[src/rtl/branch_predictor_if.sv]
// Fetch-side lookup and ID-side resolution signals of the branch predictor.
// The master side drives PCs and resolutions; the slave side returns predictions and counters.
interface branch_predictor_if;
  localparam int unsigned PC_W = 16;

  logic [PC_W-1:0] pc_IF;
  logic            pred_taken;
  logic [PC_W-1:0] pred_pc;

  logic            update_en;
  logic [PC_W-1:0] update_pc;
  logic            update_taken;
  logic [PC_W-1:0] update_target;
  logic            update_pred_taken;
  logic [PC_W-1:0] update_pred_pc;

  logic            mispredict;
  logic [PC_W-1:0] correct_pc;
  logic [PC_W-1:0] branch_count;
  logic [PC_W-1:0] mispredict_count;

  modport master (
    output pc_IF, update_en, update_pc, update_taken, update_target,
           update_pred_taken, update_pred_pc,
    input  pred_taken, pred_pc, mispredict, correct_pc, branch_count, mispredict_count
  );

  modport slave (
    input  pc_IF, update_en, update_pc, update_taken, update_target,
           update_pred_taken, update_pred_pc,
    output pred_taken, pred_pc, mispredict, correct_pc, branch_count, mispredict_count
  );
endinterface

[src/rtl/branch_predictor.sv]
// Direct-mapped BTB with 2-bit saturating counters: combinational fetch lookup,
// ID-stage update, mispredict detection and resolved/mispredict statistics.
module branch_predictor #(
  parameter int unsigned ENTRIES  = 16,
  parameter int unsigned IDX_BITS = 4
) (
  input  logic               clk,
  input  logic               reset,
  branch_predictor_if.slave  bp
);
  localparam int unsigned PC_W  = 16;
  localparam int unsigned TAG_W = PC_W - IDX_BITS;
  localparam int unsigned CTR_W = 2;

  typedef struct packed {
    logic             valid;
    logic [TAG_W-1:0] tag;
    logic [PC_W-1:0]  target;
    logic [CTR_W-1:0] ctr;
  } entry_t;

  localparam entry_t ENTRY_RST = '{valid: 1'b0, tag: '0, target: '0, ctr: CTR_W'(1)};

  entry_t              btb_q [ENTRIES];
  logic [PC_W-1:0]     branch_count_q;
  logic [PC_W-1:0]     mispredict_count_q;

  logic [IDX_BITS-1:0] idx;
  logic                hit;
  logic [IDX_BITS-1:0] uidx;
  entry_t              ucur;
  logic                uhit;
  entry_t              unxt;
  logic                unused_pred_taken;

  // The carried-down prediction bit is redundant with update_pred_pc for mispredict detection.
  assign unused_pred_taken = bp.update_pred_taken;

  // Fetch lookup reads the pre-edge table contents.
  assign idx           = bp.pc_IF[IDX_BITS-1:0];
  assign hit           = btb_q[idx].valid && (btb_q[idx].tag == bp.pc_IF[PC_W-1:IDX_BITS]);
  assign bp.pred_taken = hit && btb_q[idx].ctr[CTR_W-1];
  assign bp.pred_pc    = bp.pred_taken ? btb_q[idx].target : bp.pc_IF + PC_W'(1);

  assign bp.correct_pc = bp.update_taken ? bp.update_target : bp.update_pc + PC_W'(1);
  assign bp.mispredict = bp.update_en && (bp.update_pred_pc != bp.correct_pc);

  assign uidx = bp.update_pc[IDX_BITS-1:0];
  assign ucur = btb_q[uidx];
  assign uhit = ucur.valid && (ucur.tag == bp.update_pc[PC_W-1:IDX_BITS]);

  // Next value of the entry addressed by the resolved instruction.
  always_comb begin
    unxt = ucur;
    if (uhit) begin
      if (bp.update_taken) begin
        unxt.ctr    = (ucur.ctr == '1) ? ucur.ctr : ucur.ctr + CTR_W'(1);
        unxt.target = bp.update_target;
      end else begin
        unxt.ctr    = (ucur.ctr == '0) ? ucur.ctr : ucur.ctr - CTR_W'(1);
      end
    end else if (bp.update_taken) begin
      unxt.valid  = 1'b1;
      unxt.tag    = bp.update_pc[PC_W-1:IDX_BITS];
      unxt.target = bp.update_target;
      unxt.ctr    = CTR_W'(2);
    end
  end

  always_ff @(posedge clk or posedge reset) begin
    if (reset) begin
      for (int i = 0; i < int'(ENTRIES); i++) btb_q[i] <= ENTRY_RST;
      branch_count_q     <= '0;
      mispredict_count_q <= '0;
    end else begin
      if (bp.update_en) begin
        btb_q[uidx]    <= unxt;
        branch_count_q <= branch_count_q + PC_W'(1);
      end
      if (bp.mispredict) mispredict_count_q <= mispredict_count_q + PC_W'(1);
    end
  end

  assign bp.branch_count     = branch_count_q;
  assign bp.mispredict_count = mispredict_count_q;
endmodule

[src/flat_wrapper.sv]
// flat-port wrapper written by rule: the top's interface ports become plain ports
module branch_predictor_flat 
#(
  parameter int unsigned ENTRIES  = 16,
  parameter int unsigned IDX_BITS = 4
)
  (clk, reset, bp_pc_IF, bp_update_en, bp_update_pc, bp_update_taken, bp_update_target, bp_update_pred_taken, bp_update_pred_pc, bp_pred_taken, bp_pred_pc, bp_mispredict, bp_correct_pc, bp_branch_count, bp_mispredict_count);
  branch_predictor_if bp_i ();
  input  logic clk;
  input  logic reset;
  input wire logic [$bits(bp_i.pc_IF)-1:0] bp_pc_IF;
  input wire logic [$bits(bp_i.update_en)-1:0] bp_update_en;
  input wire logic [$bits(bp_i.update_pc)-1:0] bp_update_pc;
  input wire logic [$bits(bp_i.update_taken)-1:0] bp_update_taken;
  input wire logic [$bits(bp_i.update_target)-1:0] bp_update_target;
  input wire logic [$bits(bp_i.update_pred_taken)-1:0] bp_update_pred_taken;
  input wire logic [$bits(bp_i.update_pred_pc)-1:0] bp_update_pred_pc;
  output wire logic [$bits(bp_i.pred_taken)-1:0] bp_pred_taken;
  output wire logic [$bits(bp_i.pred_pc)-1:0] bp_pred_pc;
  output wire logic [$bits(bp_i.mispredict)-1:0] bp_mispredict;
  output wire logic [$bits(bp_i.correct_pc)-1:0] bp_correct_pc;
  output wire logic [$bits(bp_i.branch_count)-1:0] bp_branch_count;
  output wire logic [$bits(bp_i.mispredict_count)-1:0] bp_mispredict_count;
  assign bp_i.pc_IF = bp_pc_IF;
  assign bp_i.update_en = bp_update_en;
  assign bp_i.update_pc = bp_update_pc;
  assign bp_i.update_taken = bp_update_taken;
  assign bp_i.update_target = bp_update_target;
  assign bp_i.update_pred_taken = bp_update_pred_taken;
  assign bp_i.update_pred_pc = bp_update_pred_pc;
  assign bp_pred_taken = bp_i.pred_taken;
  assign bp_pred_pc = bp_i.pred_pc;
  assign bp_mispredict = bp_i.mispredict;
  assign bp_correct_pc = bp_i.correct_pc;
  assign bp_branch_count = bp_i.branch_count;
  assign bp_mispredict_count = bp_i.mispredict_count;
  branch_predictor #(.ENTRIES(ENTRIES), .IDX_BITS(IDX_BITS)) u_core (.clk(clk), .reset(reset), .bp(bp_i));
endmodule
[config.mk]
export PLATFORM = sky130hd
export DESIGN_NAME = branch_predictor_flat
export DESIGN_NICKNAME = d
export VERILOG_FILES = /design/src/rtl/branch_predictor_if.sv /design/src/rtl/branch_predictor.sv /design/src/flat_wrapper.sv
export SDC_FILE = /design/constraint.sdc
export NUM_CORES = 2
export LEC_CHECK = 0
export BUFFER_PORTS_ARGS = -buffer_cell sky130_fd_sc_hd__buf_2
export CAP_MARGIN = 30
export CORE_ASPECT_RATIO = 0.9
export CORE_UTILIZATION = 47
export DETAILED_ROUTE_END_ITERATION = 10
export PLACE_DENSITY = 0.66
export RECOVER_POWER = 50
export SLEW_MARGIN = 20
export SYNTH_ARGS = -nofsm -noshare
export SYNTH_HDL_FRONTEND = slang
export SYNTH_SLANG_ARGS = --single-unit
export TNS_END_PERCENT = 20
[constraint.sdc]
create_clock -name clk -period 18.7 [get_ports clk]
set_input_delay 2.805 -clock clk [delete_from_list [all_inputs] [get_ports clk]]
set_output_delay 2.805 -clock clk [all_outputs]
set_load 0.02 [all_outputs]
==> summary.md <==
| Metric | Value |
|---|---|
| GPL Wtd Cong | slightly below 0.9 |
| Final nets | around 2700 |
| Hold Buf Count CTS | 0 |
| Post-Syn Nets | 2676 |
| Worst Setup SP | reset |
| Vias | 21695 |
| Hold crit path type | reg2reg |
| DRC Markers | 0 |
| Switching power share of the total | 0.314 |
| F_max | 81.9 MHz |
| Die Y | about 240 µm |
| Leak | approximately 14 nW |
| Port Buffers | 133 |
| Max Used Layer | met5 |
| Cells after synthesis | between 2000 and 3000 |
| Vias per inst | approximately 6.3 |
| Synthesized area per cell | ~11 µm² |
| Tcrit/Tclk final | 0.653 |
| Global-route wire length before repair | 133000 µm |
| Setup Fix Bufs, Post-CTS | 0 |
| Final Util | 0.529 |
| Max IR drop VDD | 0.0836 mV |
| Synth Area in Adders | 0.00340 |
| Post-synthesis simple-gate area fraction | 0.113 |
| Compound-Gate Fraction of Synth Area | 0.106 |
| Starting Density | 0.478 |
| Setup TNS | 0 ns |
| Worst-Margin Slew | between 4 and 5 ns |
| Clock power frac | 0.306 |
| Critical path cell sequence | buf_2, clkinvlp_2, clkbuf_1, clkbuf_1, clkbuf_1 |
| Routed wire length | between 80000 and 90000 µm |
| Met3 wire len | between 8000 and 9000 µm |
| Initial drt markers | about 2600 |
| Critical Path AT | 12.18 ns |
| Reg2reg end | u_core.btb_q[422] |
| Drt first pass iters | 5 |
| Die ar. | between 60000 and 70000 µm² |
| Non-filler cells, final | between 3000 and 4000 |
| Total chip power | roughly 0.0036 W |
| Setup CP Type | in2async |
| Num CTS Buffers | 55 |
| Metal2 WL | 38900 µm |
| Synth Warn # | 0 |
| Total congestion overflow | 0 |
| Io pins | between 100 and 150 |
| Cts repair resizes | 0 |
| Async S/R FF share, synth | 1.00 |
| Number of setup violations in the final report | 0 |
| Failing checks | capacitance limit, slew limit |
| Post-DP HPWL | approximately 54000 µm |
| Cell mode on critical path | clkbuf_1 |
| Mux cell area share after synthesis | 0.248 |
| Cell Int Power | 0.00248 W |
| Hold Vio Cnt, Final | 0 |
| Core area | between 60000 and 70000 µm² |
| CTS tree | built |
| Largest net degree at the start of global routing | around 140 |
| Max cap viols | 10 |
| Tmin final | roughly 12 ns |
| Clock Pin Slew Worst Setup and Hold Paths | 0.06 ns |
| Root Driver | clkbuf_16 |
| Routed wire per std cell | roughly 25 µm |
| Worst skew pair latency | around 0.62 ns |
| Worst R2R Setup Slack | ~14 ns |
| Worst r2r src | u_core.btb_q[153] |
| Largest family of logic cells by synthesized area | multiplexers |
| Critical-path maximum fanout | between 80 and 90 |
| Required @ worst endpoint | ~19 ns |
| Final Skew | 0.0217 ns |
| Number of flops mapped to enable cells by yosys | 0 |
| Inst Count DP | about 3300 |
| Clock sinks | 528 |
| Main synth FF type | dfrtp_1 |
| Area Overhead vs Synth | 10.6% |
| RSZ-0062 raised after global routing | false |
| Post-Synth XOR/XNOR Area | 0.0328 |
| Logic gate share of total power | 0.245 |
| Register bit total from synthesis | about 530 |
| Share of the synthesized area in the top cell type | 0.446 |
| Share of cells above drive strength 1 | 0.224 |
| Sequential power share | 0.449 |
| Status | finished, violations left |
| Seq/Total Area, Yosys | 0.460 |
| Reg2reg path depth | 9 |
| Crit path to | u_core.btb_q[272] |
| Normalized max-slew margin | -2.02 |
| M1 WL | 35500 µm |
| Clock buffer depth | 3 |
| Top area cells in the synthesized netlist | dfrtp_1 (45%), mux4_2 (22%), nand2_1 (7.3%) |
| Row count | 85 |
| Total Routing Usage GR | 0.281 |
| Synthesized cell area | 28700 µm² |
| Netlist cell types | between 60 and 70 |
| Initial antenna violation count | 3 |
| Vias in the first global route | about 22000 |
| CTS H-tree lvls | 2 |
| CP endpoint kind | asynchronous set/reset pin |
| Power per Cell Area | 113 nW/µm² |
| Max Slew Vio Count | around 550 |
| CP startpoint kind | input port |
| Psw | approximately 0.0011 W |
| Worst path max stage delay | 3.26 ns |
| Cell taking the most area after synthesis | dfrtp_1 |
| Slowest-stage cell, CP | clkbuf_1 |
| Detail Route Antenna Nets | 0 |
| Most frequent cell after synthesis | nand2_1 |
| Die X-Extent | about 260 µm |
| Post-synth top cells | nand2_1 (558), dfrtp_1 (512), o21ai_0 (390) |
worst min path at each step:
stage                                         from  depth (start not counted)  slack, ns                             end
detailed placement  u_core.bp.mispredict_count[15]                          1       0.45  u_core.bp.mispredict_count[15]
CTS                 u_core.bp.mispredict_count[15]                          1       0.47  u_core.bp.mispredict_count[15]
floorplan                        u_core.btb_q[155]                          2       0.46               u_core.btb_q[155]
global route        u_core.bp.mispredict_count[15]                          1       0.48  u_core.bp.mispredict_count[15]
global placement    u_core.bp.mispredict_count[15]                          1       0.45  u_core.bp.mispredict_count[15]
finish              u_core.bp.mispredict_count[15]                          1       0.47  u_core.bp.mispredict_count[15]
power by group through the flow:
stage          Sequential (W)  Combinational, W  Clock [W]
2_1_floorplan         0.00159          0.000656          0
3_3_place_gp          0.00160          0.000844          0
3_5_place_dp          0.00163          0.000880          0
4_1_cts               0.00161          0.000882    0.00111
5_1_grt               0.00165          0.000974    0.00116
6_report              0.00162          0.000886    0.00110
routing by layer:
layer	track usage	vias up
met5	0	-
met4	0.0993	2
met3	0.0699	186
met2	0.426	1055
met1	0.396	10991
li1	-	9461
sequential cells by signal, indices dropped and copies added, names as in the netlist:
name,cells
u_core.bp.branch_count,16
u_core.bp.mispredict_count,16
u_core.btb_q,496
cells in the final DEF, fill, tap and decap left out, types with 13 or more instances in the layout:
cell type,synthesis,routed
nand2_1,558,558
dfrtp_1,512,512
o21ai_0,390,390
mux4_2,277,277
o21ai_1,110,110
buf_2,38,100
nor2_1,62,62
xnor2_1,61,61
clkbuf_1,166,57
clkbuf_16,0,55
mux2i_1,63,54
xor2_1,44,44
buf_4,6,42
nand3_1,50,34
a31oi_1,23,23
mux2_2,23,23
nand4_1,18,18
nand3_2,0,16
dfstp_2,16,16
a21oi_1,16,15
and3_1,14,14
clkbuf_8,0,13
through the flow:
| stage | hold slack (ns) | worst slack [ns] | cell area (µm²) |
|---|---|---|---|
| 6_report | 0.466 | 6.49 | 31800 |
| 5_1_grt | 0.475 | 4.71 | 31800 |
| 4_1_cts | 0.467 | 8.72 | 31800 |
| 3_5_place_dp | 0.455 | 8.73 | 30000 |
| 3_3_place_gp | 0.453 | 8.63 | 29900 |
| 2_1_floorplan | 0.458 | 1.17 | 28700 |
critical path: cells and delay by family:
kind | cells | cell delay [ns]
buffers and inverters | 5 | 9.19
final cells by class:
cell class	instances	area (µm²)
diodes	2	5.00
flip-flops and latches	528	13200
multi-input cells	1824	14600
clock inverters	19	206
repair buffers	197	1110
clock buffers	81	1590
fillers	5073	28300
inverters	15	57.6
well taps	783	980
cell families (layout without fill, tap and decap cells):
kind of cell,count (synthesis),in the layout
XOR/XNOR,106,106
AO/OA/AOI/OAI,575,575
AND/OR/NAND/NOR,771,771
other,0,2
multiplexers,364,364
adder cells (fa/ha/maj),8,8
flip-flops,528,528
buffers and inverters,248,312
No activity file was read; power rests on OpenSTA's default activity.
